**src/rtl/hazard_unit.sv**
```systemverilog
// Pipeline hazard controller: load-use stall, taken-branch flush and EX operand forwarding,
// with a post-reset flush window and saturating stall/flush performance counters.
module hazard_unit #(
   parameter int unsigned INIT_CYCLES = 2,
   parameter int unsigned CNT_W       = 32
) (
   input  logic             clk,
   input  logic             rst,
   input  logic [4:0]       Rs1_D,
   input  logic [4:0]       Rs2_D,
   input  logic [4:0]       Rs1_E,
   input  logic [4:0]       Rs2_E,
   input  logic [4:0]       Rd_E,
   input  logic [1:0]       ResultSrc_E,
   input  logic             PCSrc_E,
   input  logic [4:0]       Rd_M,
   input  logic             RegWrite_M,
   input  logic [4:0]       Rd_W,
   input  logic             RegWrite_W,
   input  logic             CntClr,
   output logic             Stall_F,
   output logic             Stall_D,
   output logic             Flush_D,
   output logic             Flush_E,
   output logic [1:0]       ForwardA_E,
   output logic [1:0]       ForwardB_E,
   output logic             Ready,
   output logic [CNT_W-1:0] StallCount,
   output logic [CNT_W-1:0] FlushCount
);

   localparam int unsigned   IW          = (INIT_CYCLES > 1) ? $clog2(INIT_CYCLES) : 1;
   localparam int unsigned   INIT_LOAD_I = (INIT_CYCLES > 0) ? INIT_CYCLES - 1 : 0;
   localparam logic [IW-1:0] INIT_LOAD   = IW'(INIT_LOAD_I);

   typedef enum logic {S_INIT, S_RUN} state_t;

   state_t           r_state, w_state_next;
   logic [IW-1:0]    r_init_cnt, w_init_cnt_next;
   logic [CNT_W-1:0] r_stall_cnt, r_flush_cnt;
   logic             w_run;
   logic             w_lw_stall;

   // Memory stage wins over Writeback; x0 is hardwired zero and never forwarded.
   function automatic logic [1:0] fwd_sel(input logic [4:0] rs, input logic [4:0] rd_m,
                                          input logic we_m, input logic [4:0] rd_w,
                                          input logic we_w);
      logic [1:0] sel;
      sel = 2'b00;
      if (we_m && (rd_m != 5'd0) && (rd_m == rs)) begin
         sel = 2'b10;
      end else if (we_w && (rd_w != 5'd0) && (rd_w == rs)) begin
         sel = 2'b01;
      end
      return sel;
   endfunction

   always_comb begin
      w_state_next    = r_state;
      w_init_cnt_next = r_init_cnt;
      if (rst) begin
         w_state_next    = (INIT_CYCLES == 0) ? S_RUN : S_INIT;
         w_init_cnt_next = INIT_LOAD;
      end else if (r_state == S_INIT) begin
         if (r_init_cnt == '0) begin
            w_state_next = S_RUN;
         end else begin
            w_init_cnt_next = r_init_cnt - IW'(1);
         end
      end
   end

   always_ff @(posedge clk) begin
      r_state    <= w_state_next;
      r_init_cnt <= w_init_cnt_next;
   end

   assign w_run      = !rst && (r_state == S_RUN);
   assign w_lw_stall = (ResultSrc_E == 2'b01) && (Rd_E != 5'd0) &&
                       ((Rd_E == Rs1_D) || (Rd_E == Rs2_D));

   always_comb begin
      Stall_F    = 1'b1;
      Stall_D    = 1'b0;
      Flush_D    = 1'b1;
      Flush_E    = 1'b1;
      ForwardA_E = 2'b00;
      ForwardB_E = 2'b00;
      Ready      = 1'b0;
      if (w_run) begin
         // A taken branch squashes Decode, so the load-use bubble is unnecessary.
         Stall_F    = w_lw_stall && !PCSrc_E;
         Stall_D    = w_lw_stall && !PCSrc_E;
         Flush_D    = PCSrc_E;
         Flush_E    = w_lw_stall || PCSrc_E;
         ForwardA_E = fwd_sel(Rs1_E, Rd_M, RegWrite_M, Rd_W, RegWrite_W);
         ForwardB_E = fwd_sel(Rs2_E, Rd_M, RegWrite_M, Rd_W, RegWrite_W);
         Ready      = 1'b1;
      end
   end

   always_ff @(posedge clk) begin
      if (rst || CntClr) begin
         r_stall_cnt <= '0;
         r_flush_cnt <= '0;
      end else if (w_run) begin
         if (Stall_D && (r_stall_cnt != '1)) r_stall_cnt <= r_stall_cnt + CNT_W'(1);
         if (PCSrc_E && (r_flush_cnt != '1)) r_flush_cnt <= r_flush_cnt + CNT_W'(1);
      end
   end

   assign StallCount = r_stall_cnt;
   assign FlushCount = r_flush_cnt;

endmodule

```
**config.mk**
```make
export PLATFORM = sky130hd
export DESIGN_NAME = hazard_unit
export DESIGN_NICKNAME = d
export VERILOG_FILES = /design/src/rtl/hazard_unit.sv
export SDC_FILE = /design/constraint.sdc
export NUM_CORES = 1
export LEC_CHECK = 0
export BUFFER_PORTS_ARGS = -buffer_cell sky130_fd_sc_hd__buf_4
export CORE_MARGIN = 1.5
export CORE_UTILIZATION = 47
export CTS_CLUSTER_SIZE = 8
export DETAILED_ROUTE_END_ITERATION = 6
export PLACE_DENSITY = 0.79
export SETUP_SLACK_MARGIN = 0.5
export SLEW_MARGIN = 20
export SYNTH_ARGS = -nofsm -noshare
export SYNTH_HDL_FRONTEND = slang
export SYNTH_SLANG_ARGS = --single-unit
```
**constraint.sdc**
```tcl
create_clock -name clk -period 1.9 [get_ports clk]
set_input_delay 0.19 -clock clk [delete_from_list [all_inputs] [get_ports clk]]
set_output_delay 0.19 -clock clk [all_outputs]
set_load 0.02 [all_outputs]
```
Yosys cells after proc, flatten, opt, wreduce, memory -nomap -nowiden

Index checks and enable logic that the tools add are counted.

Register bits: 66
Input port bits: 43
Output and inout port bits: 73
Logic and storage cells: 52

$add $sub $neg: 3
Equal/unequal tests: 9
Muxes and demuxes: 14
Reduce and logical (&&, ||, !) cells: 22

Operator list:

| cell                                           | count |
|---|---|
| adder 32 x 1 -> 32 bit (second input constant) | 2 |
| inequality test 32 bit (second input constant) | 2 |
| == test 5 bit                                  | 6 |
| nonzero test 5 bit                             | 3 |
| logical AND 1 bit                              | 12 |
| 2-to-1 mux 1 bit                               | 10 |
| 2-to-1 mux 2 bit                               | 4 |
| AND reduction 2 bit                            | 2 |
| logical OR 1 bit                               | 3 |
| == test 2 x 1 -> 1 bit (second input constant) | 1 |
| logical NOT 1 bit                              | 2 |
| subtractor 1 bit (second input constant)       | 1 |

Logic depth before layout (Yosys ltp)

Gate-level depths: netlist of the first run.

Depth in word-level cells: 7
Depth in mapped cells: 8

Worst setup path before layout of the first run

No wires, ideal clock.

Path kind: register -> register
From: reg r_flush_cnt[19] (netlist: FlushCount[19])
To: reg r_flush_cnt[29] (netlist: FlushCount[29])
Library setup time: 0.128 ns
Arrival time: 2.054 ns
Data required time: 1.772 ns
Setup slack: -0.281 ns
Cell stages (with the launch flop): 9
Period minus slack after synthesis: 2.181 ns
Path through: dfxtp_1 -> buf_2 -> nand3_1 -> or4_4 -> o31a_1 -> buf_2 -> nand4b_1 -> xor2_1 -> nor2_1

Cells in the longest elaborated chain, start to end: 3
Elaborated cells between the ends (all ways): 4
Classes of those cells: add/sub: 1; eq/ne: 1; reduce/logical: 2

Ends and longest elaborated chain:

| what                                                           | line | text |
|---|---|---|
| start, declared                                                | 40   | `logic [CNT_W-1:0] r_stall_cnt, r_flush_cnt;` |
| start signal, assigned                                         | 108  | `if (PCSrc_E && (r_flush_cnt != '1)) r_flush_cnt <= r_flush_cnt + CNT_W'(1);` |
| branches (longest 3 deep; another with adder 32 x 1 -> 32 bit) | --   |  |

Several ways; the timed one is not identified.
A chain may end at the register's enable or synchronous reset.

Worst setup path in the final report of the first run

From: reg r_flush_cnt[12] (netlist: FlushCount[12])
To: reg r_flush_cnt[8] (netlist: FlushCount[8])

Cells in the longest elaborated chain, start to end: 3

Ends and longest elaborated chain:

| what                                 | line |
|---|---|
| inequality test 32 bit               | 108 |
| logical AND 1 bit                    | 108 |
| AND reduction 2 bit (no source line) | -- |

No other way between the ends.

==> results of run 1 <==
==> placed cells by master (no fill, tap or decap), drive strengths merged, types with 2 or more instances in the layout <==
master,instances
o31ai,4
nor4,12
and3,14
nand2,38
a31oi,2
xor2,34
nor2,54
and4,5
o21ai,19
xnor2,36
and2,6
or4,11
a41o,2
o31a,3
inv,7
dfxtp,66
nand2b,2
nand4,22
a21oi,19
buf,246
or3,13
clkinv,2
clkbuf,13
nor3,9
nand4b,3
o211ai,3
ha,2
nand3,34
or2,2
==> state kept, by name (all words and copies together), names as in the netlist <==
register and flops:
r_state 1, r_init_cnt 1, FlushCount 32, StallCount 32
==> critical path, stage by stage (launching register included) <==
cell and delay, ns:
dfxtp_4 0.36, nand4_1 0.15, or4_4 0.62, o31ai_4 0.27, buf_6 0.18, or3_1 0.16, xor2_1 0.21, nor2_1 0.08
==> cells by family (layout without fill, tap and decap cells) <==
family          Yosys count  count (layout)  synth area share [%]
buf+inv                  21             269                  2.33
flops                    66              66                  35.7
xor+xnor                 70              70                  16.6
fa+ha+maj                 2               2                 0.676
compound gates           61              62                  10.8
simple gates            229             230                  33.9
==> worst paths after layout <==
kind	endpoint	slack [ns]	depth (start not counted)
min	r_state	0.1	2
max reg2reg	FlushCount[8]	-0.28	7
min reg2reg	r_state	0.47	1
max	FlushCount[8]	-0.28	7
==> what timing repair did <==
item | CTS | global route
gates resized for setup | 88 | 59
endpoints found under the setup margin | 72 | 73
pin swaps | 59 | 50
cloned | 3 | 0
setup buffers | 48 | 23
==> layer usage <==
layer	track usage (%)	part of all wire (%)
met1	36.6	35
met2	56.9	47
met3	6.72	10
met4	18.2	8.1
met5	0	0
==> per-stage QoR <==
stage               utilization (%)  setup slack (ns)  total power (W)  hold slack, ns  cell area, sq um
floorplan                         -           -0.0972          0.00152           0.252              4170
global placement               71.6           -0.0877          0.00165           0.407              5510
detailed placement             71.6            -0.136          0.00166           0.422              5510
CTS                            84.1           -0.0704          0.00288          0.0612              6470
global route                   89.2            -0.287          0.00306          0.0774              6860
finish                         89.2            -0.280          0.00299          0.0952              6860
==> power groups by stage <==
stage / clock, W / sequential [W] / combinational (W)
2_1_floorplan: 0 / 0.00137 / 0.000142
4_1_cts: 0.00120 / 0.00134 / 0.000343
5_1_grt: 0.00131 / 0.00134 / 0.000407
6_report: 0.00125 / 0.00134 / 0.000396
3_5_place_dp: 0 / 0.00137 / 0.000283
3_3_place_gp: 0 / 0.00137 / 0.000276
==> cell type report <==
cell class	instances	area (sq um)	share of cell area, %
multi-input combinational	364	3010	43.8
tap	102	128	1.86
timing repair buffer	246	2030	29.6
clock inverter	3	40.0	0.584
inverter	7	28.8	0.419
clock buffer	13	149	2.17
sequential	66	1480	21.6
==> reports/results.env, run 1 <==
DETAIL_ROUTE.ITER0.VIOLATIONS=583
POWER.CLOCK.FRACTION_PCT=41.9
CORE.ROWCOUNT=32
NUMBER_OF_BUFFERS_ON_THE_LONGEST_CLOCK_PATH=2
SYNTH.YOSYS.WARNINGS=0
DIE-HEIGHT_UM=91.7
STARTPOINT_OF_THE_MOST_CRITICAL_REGISTER_TO_REGISTER_PATH='FlushCount[12]'
HOLD_BUFFERS=0
PORTBUFFERS=115
TIMING.CRITICAL_PATH.FROM_TYPE='register'
P_SW_W=0.000824
WORST_SETUP_PATH_STARTPOINT='FlushCount[12]'
YOSYS_REGISTER_BITS=66
SYNTH-EDFF-COUNT=0
SYNTH_MOST_COMMON_CELL='dfxtp_1'
POSTSYNTH.TOPFLOPCELL='dfxtp_1'
FIN_WS_NS=-0.280
TIMING.HOLD.WORST.START='rst'
CTS_TREE='yes'
CTS_SINKS=66
NET_COUNT_FINAL=739
SYNTHDOMINANTAREACELLTYPE='dfxtp_1'
PLACED_INSTS=711
POWERDENSITY_nW_PER_UM2=436
NETLIST_TOP_CELLS_AREA='dfxtp_1, xnor2_1, xor2_1'
PERIOD_NEEDED_NS=2.18
WORST_SETUP_PATH_END_KIND='register'
GLOBAL_ROUTE.OVERFLOW_TOTAL=0
MAX_FREQ_MHz=459
SHARE_SEQ_OF_TOTAL_POWER_PCT=44.8
ROUTABILITY_CONGESTION=0.846
WORSTSETUPPATHTYPE='reg2reg'
TIGHTESTPINTRANSITION_NS=0.756
CTS_MADE_BUFFERS=9
ROUTED_WIRE_LENGTH_PER_INSTANCE_UM=23.7
DIE-WIDTH_UM=91.7
RUN_STATUS='complete, but fails checks'
ROUTE.DETAILED.DRC=0
FIN_SETUP_TNS_NS=-6.52
POST_SYNTH_NUM_CELL_TYPES=55
MEAN_INSTANCE_SIZE_IN_THE_SYNTHESIZED_NETLIST_SQ_UM=8.24
ANTENNA_VIOLATING_NETS_POST_ROUTE=0
DP.FINAL_HPWL_UM=8150
FINAL.SETUP_SKEW_NS=0.0128
SWITCHING_SHARE_PCT=27.6
FINALHOLDVIOLATIONS=0
SETUP_VIOLATION_TOTAL_IN_THE_FINAL_TIMING_REPORT=62
GRT_ANTENNA_BEFORE_REPAIR=0
VIA_COUNT_OF_THE_FIRST_GLOBAL_ROUTING_PASS=4574
NUMBER_OF_FILL_CELLS=322
FINALCRITPERIODSHARE_PCT=115
ASYNC_FLOP_SHARE_PCT=0
CRITICAL_PATH.MAX_FANOUT=8
POWER.IR.VDD_WORST_mV=0.369
CLK_PIN_SLEW_NS=0.08
SYNTH_NETS=494
TIMING.HOLD.WORST.CLASS='in2reg'
SYN_TO_FINAL_GROWTH_PCT=85.5
GLOBAL_ROUTE.USAGE.TOTAL_PCT=32.5
P_INT_W=0.00217
INITIAL_CORE_UTIL_PCT=48.1
CTS.ROOT.BUFFER_CELL='clkbuf_8'
HTREE_LEVELS=3
FAILED_CHECKS='negative setup slack'
N_ANTENNA_CELL=0
GRT_PASS1_WL_UM=21800
ROUTED_WIRELENGTH_UM=19000
RSZ0062_AT_GRT='true'
MAPPEDNETLISTAREA_SQ_UM=3700
FLOORPLAN.DIE_AREA_SQ_UM=8410
LEAKAGEPOWER_nW=2.78
CRIT_ARRIVAL_NS=2.40
IOS=116
FINAL-MAX-SLEW-VIOLATION-COUNT=0
SYNTH.CELLS.MOST_FREQUENT='dfxtp_1, nor2_1, nand2_1'
DRT_PASS1_ITERATIONS=7
GRT_START_MAX_NET_PINS=60
CLOCK_LATENCY_NS=0.37
COMB_POWER_SHARE_PCT=13.2
STDCELL_COUNT=801
VIA_DENSITY_PER_INSTANCE=6.53
SEQ_AREA_FRAC_SYNTH_PCT=35.7
DRV.MAX_CAP_VIOLATION_COUNT=0
SYN_INST=449
CRITICAL_PATH_REQUIRED_NS=2.12
CORE_SQ_UM=7690
SYNTH_TOP_AREA_SHARE_PCT=35.7
POST_ROUTE_CELLS_DRIVE_ABOVE_1_SHARE_PCT=61.9
MAX_SLEW_MARGIN_PCT=49.6
ROUTED-VIA-COUNT=5228
(Power assumes the default switching activity.)
==> run 2, diff against run 1 <==
Settings changed: CORE_MARGIN 1.5 to 2.
==> reports/results.env, run 2 (same netlist as run 1, synthesis figures left out) <==
DIE-WIDTH_UM=92.7  # +1.1%
GLOBAL_ROUTE.USAGE.TOTAL_PCT=35.4  # +3.0 points
RUN_STATUS='complete, but fails checks'
GRT_START_MAX_NET_PINS=60  # unchanged
CRITICAL_PATH_REQUIRED_NS=2.12  # about the same
CTS_SINKS=66  # unchanged
POST_ROUTE_CELLS_DRIVE_ABOVE_1_SHARE_PCT=62.9  # +0.91 points
FINAL-SEQ-AREA_SQ_UM=1480  # +0.25%
DIE-HEIGHT_UM=92.7  # +1.1%
PORTBUFFERS=115  # unchanged
RSZ0062_AT_GRT='true'
ROUTED-VIA-COUNT=5310  # +1.6%
CRITICAL_PATH.MAX_FANOUT=5  # -3
DETAIL_ROUTE.ITER0.VIOLATIONS=684  # +17%
HTREE_LEVELS=3  # unchanged
FINALHOLDVIOLATIONS=0  # unchanged
WORSTSETUPPATHTYPE='reg2reg'
CRITPATHBUFINV=2  # +1
FINAL_COMMON_CELL='buf_4'
DRT_PASS1_ITERATIONS=6  # -1
FLOORPLAN.DIE_AREA_SQ_UM=8600  # +2.2%
HOLD_BUFFERS=0  # unchanged
SYN_TO_FINAL_GROWTH_PCT=90.0
POWER.IR.VDD_WORST_mV=0.429  # +16%
CTS.ROOT.BUFFER_CELL='clkbuf_8'
SETUP_VIOLATION_TOTAL_IN_THE_FINAL_TIMING_REPORT=59  # -4.8%
POWER_W=0.00303  # +1.4%
MAX_FREQ_MHz=459  # about the same
CPLARGESTDELAYFAMILY='simple AND/OR/NAND/NOR gates'
N_ANTENNA_CELL=0  # unchanged
GRT_ANTENNA_BEFORE_REPAIR=0  # unchanged
FINALCRITPERIODSHARE_PCT=115  # about the same
GLOBAL_ROUTE.OVERFLOW_TOTAL=0  # unchanged
MAX_SLEW_MARGIN_PCT=53.3  # +3.7 points
MULTI_INPUT_COMB_AREA_SQ_UM=3040  # +1.0%
CLK_PIN_SLEW_NS=0.08  # about the same
CRITICAL-PATH-TOP-CELL-BY-COUNT='buf_4'
FINAL-MAX-SLEW-VIOLATION-COUNT=0  # unchanged
ROUTED_WIRE_LENGTH_PER_INSTANCE_UM=24.6  # +3.6%
ANTENNA_VIOLATING_NETS_POST_ROUTE=0  # unchanged
CTS_TREE='yes'
FAILED_CHECKS='negative setup slack'
CLOCK_LATENCY_NS=0.36  # about the same
ROUTED_WIRELENGTH_UM=19900  # +4.7%
FIN_WS_NS=-0.279  # +0.00117 ns
CRITICAL_PATH.CELL_CHAIN='buf_4 > nor3b_4 > o211ai_1 > buf_4 > a211oi_4 > nand4_1 > xor2_1 > nor2_1'
LEAKAGEPOWER_nW=2.84  # +2.1%
INITIAL_CORE_UTIL_PCT=48.1  # unchanged
NUMBER_OF_BUFFERS_ON_THE_LONGEST_CLOCK_PATH=2  # unchanged
CTS_MADE_BUFFERS=9  # unchanged
TIMING.CRITICAL_PATH.FROM_TYPE='register'
TIMING.HOLD.WORST.CLASS='in2reg'
MOST_USED_CELLS_IN_THE_LAYOUT_EXCLUDING_FILL_AND_TAP_CELLS='buf_4, nor2_1, dfxtp_4'
ROUTABILITY_CONGESTION=0.824  # -2.6%
WORST_SETUP_PATH_END_KIND='register'
ROUTE.DETAILED.DRC=0  # unchanged
PERIOD_NEEDED_NS=2.18  # -0.00117 ns
NUMBER_OF_FILL_CELLS=276  # -14%
TIMING.CRITICAL_PATH.SLOWEST_STAGE_CELL='dfxtp_2'
CRIT_ARRIVAL_NS=2.40  # about the same
FIN_SETUP_TNS_NS=-8.99  # -2.46 ns
NET_COUNT_FINAL=748  # +1.2%
GRT_PASS1_WL_UM=24200  # +11%
CRITICAL-PATH-MAX-STAGE-DELAY_NS=0.34  # -0.28 ns
GLOBAL_ROUTE.USAGE.MET3_PCT=5.78  # -0.94 points
VIA_COUNT_OF_THE_FIRST_GLOBAL_ROUTING_PASS=4827  # +5.5%
VIA_DENSITY_PER_INSTANCE=6.56  # +0.44%
FINAL.SETUP_SKEW_NS=0.0140  # +0.00120 ns
TIGHTESTPINTRANSITION_NS=0.700  # -0.0556 ns
POWERDENSITY_nW_PER_UM2=431  # -1.0%
CORE.ROWCOUNT=32  # unchanged
MOST_UTILIZED_LAYER_IN_THE_GLOBAL_ROUTE_RESULT='met2'
CORE_SQ_UM=7690  # unchanged
GRT_MET1_USE_PCT=41.5  # +4.9 points
GRT_USE_MET2_PCT=61.6  # +4.7 points
DP.FINAL_HPWL_UM=8040  # -1.3%
DRV.MAX_CAP_VIOLATION_COUNT=0  # unchanged
IOS=116  # unchanged
-- run 2: changes by cell type in the layout (fill, tap and decap cells not counted), sizes merged --
cell	change
buf	+9
clkbuf	-3
clkinvlp	+3
-- run 2: where the power goes --
part           switching [W]  internal [W]
registers         0.00000310       0.00133
logic               0.000214      0.000192
clock network       0.000645      0.000642
-- run 2: per-layer routing --
| layer | vias up | part of all wire, % |
|---|---|---|
| met5 | - | 0 |
| met4 | 0 | 8.8 |
| met3 | 188 | 11 |
| met2 | 542 | 46 |
| met1 | 2431 | 34 |
| li1 | 2149 | - |
-- run 2: worst paths after layout --
| check | depth (start not counted) | to | slack, ns | startpoint |
|---|---|---|---|---|
| setup / recovery | 8 | StallCount[14] | -0.28 | r_state |
| hold / removal | 2 | r_state | 0.10 | rst |
| setup reg to reg | 8 | StallCount[14] | -0.28 | r_state |
| hold reg to reg | 1 | r_state | 0.49 | r_init_cnt |
-- run 2: worst register-to-register path, cell delays in order (launching register included) --
cell and delay (ns):
dfxtp_2 0.34, buf_4 0.13, nor3b_4 0.33, o211ai_1 0.20, buf_4 0.20, a211oi_4 0.34, nand4_1 0.23, xor2_1 0.22
nor2_1 0.06
-- run 2: area by class of cell --
class | count | share of cell area, %
Multi-Input combinational cell | 364 | 43.2
Timing Repair Buffer | 255 | 30.6
Sequential cell | 66 | 21.1
Clock buffer | 10 | 1.96
Tap cell | 102 | 1.82
Clock inverter | 6 | 0.944
Inverter | 7 | 0.410
-- run 2: per-stage QoR --
| step | instance area [sq um] | cells | hold slack, ns | worst slack (ns) | util [%] |
|---|---|---|---|---|---|
| final | 7030 | 810 | 0.102 | -0.279 | 91.4 |
| after global routing | 7030 | 810 | 0.0933 | -0.349 | 91.4 |
| after CTS | 6660 | 793 | 0.0783 | -0.0496 | 86.6 |
| after detailed placement | 5520 | 711 | 0.425 | -0.161 | 71.8 |
| after global placement | 5520 | 711 | 0.408 | -0.0852 | 71.8 |
| after floorplan | 4170 | 449 | 0.252 | -0.0972 | - |
-- run 2: repair_timing --
action	4_1_cts	5_1_grt
setup endpoints to repair	72	73
setup buffers	61	17
pin swaps	62	44
gates cloned	5	0
gates resized for setup	84	55
==> run 3, diff against run 2 <==
Settings changed: BUFFER_PORTS_ARGS -buffer_cell sky130_fd_sc_hd__buf_4 to -buffer_cell sky130_fd_sc_hd__buf_2, CORE_UTILIZATION 47 to 25, PLACE_DENSITY 0.79 to 0.49.
==> reports/results.env, run 3 (same netlist as run 1, synthesis figures left out) <==
TIGHTESTPINTRANSITION_NS=0.366  # -0.334 ns
FINAL-MAX-SLEW-VIOLATION-COUNT=0  # unchanged
CTS_MADE_BUFFERS=9  # unchanged
FINAL_COMMON_CELL='buf_2'
LEAKAGEPOWER_nW=2.72  # -4.0%
RSZ0062_AT_GRT='true'
N_ANTENNA_CELL=0  # unchanged
HOLD_BUFFERS=0  # unchanged
ROUTED-VIA-COUNT=4256  # -20%
DRT_PASS1_ITERATIONS=4  # -2
POWERDENSITY_nW_PER_UM2=493  # +14%
CTS_SINKS=66  # unchanged
ROUTED_WIRE_LENGTH_PER_INSTANCE_UM=14.9  # -39%
IOS=116  # unchanged
NET_COUNT_FINAL=729  # -2.5%
SETUP_VIOLATION_TOTAL_IN_THE_FINAL_TIMING_REPORT=7  # -88%
NUMBER_OF_BUFFERS_ON_THE_LONGEST_CLOCK_PATH=2  # unchanged
FLOORPLAN.DIE_AREA_SQ_UM=15800  # +84%
RUN_STATUS='complete, but fails checks'
CTS_TREE='yes'
CRITICAL_PATH_REQUIRED_NS=1.71  # -0.41 ns
CTS.ROOT.BUFFER_CELL='clkbuf_16'
WORST_SETUP_PATH_END_KIND='output port'
FAILED_CHECKS='negative setup slack'
TIMING.CRITICAL_PATH.FROM_TYPE='register'
DP.FINAL_HPWL_UM=8890  # +11%
WORSTSETUPPATHTYPE='reg2out'
GRT_START_MAX_NET_PINS=49  # -18%
ROUTABILITY_CONGESTION=0.860  # +4.3%
STDCELL_COUNT=873  # +7.8%
CORE_SQ_UM=14500  # +88%
GRT_PASS1_WL_UM=21100  # -13%
GLOBAL_ROUTE.OVERFLOW_TOTAL=0  # unchanged
CORE.ROWCOUNT=44  # +38%
CRITICAL_PATH.MAX_FANOUT=2  # -3
INITIAL_CORE_UTIL_PCT=25.5  # -23 points
HTREE_LEVELS=3  # unchanged
DETAIL_ROUTE.ITER0.VIOLATIONS=145  # -79%
POST_ROUTE_CELLS_DRIVE_ABOVE_1_SHARE_PCT=60.1  # -2.8 points
CLK_PIN_SLEW_NS=0.05  # -0.03 ns
CRIT_ARRIVAL_NS=1.79  # -0.61 ns
FINALCRITPERIODSHARE_PCT=104  # -11 points
DRV.MAX_CAP_VIOLATION_COUNT=0  # unchanged
GRT_ANTENNA_BEFORE_REPAIR=1  # +1
DIE-HEIGHT_UM=126  # +36%
ROUTE.DETAILED.DRC=0  # unchanged
VIA_COUNT_OF_THE_FIRST_GLOBAL_ROUTING_PASS=4186  # -13%
SYN_TO_FINAL_GROWTH_PCT=82.7
GLOBAL_ROUTE.USAGE.TOTAL_PCT=16.4  # -19 points
POWER.IR.VDD_WORST_mV=0.445  # +3.8%
DPL_WORST_SLACK_NS=-0.165  # -0.00391 ns
PERIOD_NEEDED_NS=1.98  # -0.204 ns
TIMING.HOLD.WORST.CLASS='in2reg'
MAX_FREQ_MHz=506  # +10%
CLOCK_LATENCY_NS=0.33  # -0.03 ns
FINAL.SETUP_SKEW_NS=0.00409  # -0.00992 ns
FIN_WS_NS=-0.0751  # +0.204 ns
FINALHOLDVIOLATIONS=0  # unchanged
PORTBUFFERS=115  # unchanged
ROUTED_WIRELENGTH_UM=13000  # -35%
MOST_USED_CELLS_IN_THE_LAYOUT_EXCLUDING_FILL_AND_TAP_CELLS='buf_2, buf_4, nor2_1'
VIA_DENSITY_PER_INSTANCE=4.88  # -26%
MAX_SLEW_MARGIN_PCT=75.4  # +22 points
DIE-WIDTH_UM=126  # +36%
ANTENNA_VIOLATING_NETS_POST_ROUTE=0  # unchanged
PLACED_INSTS=804  # +13%
run 3: cell types whose count changed in the layout (fill, tap and decap cells not counted), moves of 4 or more:
cell,before,now
buf_4,215,90
buf_2,0,104
clkbuf_16,0,9
clkbuf_8,10,1
o21ai_0,4,10
a21oi_1,14,9
a21oi_2,5,10
nand3_2,13,8
o21ai_2,8,3
nand3_1,14,18
nand3_4,7,11
run 3: report_power, final:
part	internal [W]	switching [W]	total [W]	leakage (nW)
registers	0.00134	0.00000255	0.00134	0.571
logic	0.000168	0.000183	0.000352	2.01
clock network	0.00105	0.000590	0.00164	0.141
total	0.00255	0.000776	0.00333	2.72
run 3: worst paths after layout:
check | start | endpoint | slack, ns | cells after the start
hold / removal | CntClr | StallCount[24] | 0.16 | 3
hold reg to reg | r_init_cnt | r_state | 0.42 | 1
setup / recovery | r_state | ForwardB_E[0] | -0.08 | 7
setup reg to reg | r_state | StallCount[7] | -0.03 | 9
run 3: repair_timing:
item	in CTS	in global routing
hold endpoints to repair	0	0
pin swaps	68	32
setup endpoints to repair	72	72
buffers inserted	38	10
resized for setup	103	34
gates cloned	5	0
run 3: area by class of cell:
type	instances	area, sq um
Fill cell	1415	7720
Multi-Input combinational cell	367	3060
Timing Repair Buffer	233	1670
Sequential cell	66	1480
Clock buffer	13	250
Tap cell	184	230
Clock inverter	3	38.8
Inverter	7	28.8
run 3: per-layer routing:
| metal | global-route usage (%) | share of wire, % | up-vias |
|---|---|---|---|
| met3 | 3.02 | 4.9 | 16 |
| met2 | 28.1 | 49 | 101 |
| li1 | - | - | 2113 |
| met1 | 20.5 | 44 | 2024 |
| met4 | 5.95 | 1.8 | 2 |
| met5 | 0 | 0.12 | - |
run 3: metrics by stage:
step | area [sq um] | power [W] | TNS [ns] | hold WS, ns | utilization, %
2_1_floorplan | 4170 | 0.00152 | -0.536 | 0.252 | -
3_3_place_gp | 5420 | 0.00164 | -1.36 | 0.407 | 37.4
3_5_place_dp | 5420 | 0.00165 | -1.90 | 0.420 | 37.4
4_1_cts | 6520 | 0.00337 | -0.0985 | 0.152 | 45.0
5_1_grt | 6760 | 0.00346 | -2.51 | 0.171 | 46.7
6_report | 6760 | 0.00333 | -0.124 | 0.160 | 46.7
run 3: critical path, cell delays in order (launching register included):
cell      delay (ns)
dfxtp_2         0.33
nand2b_1        0.08
inv_2           0.07
buf_6           0.09
o211ai_1        0.10
or4_4           0.45
nor4_4          0.15
buf_4           0.18
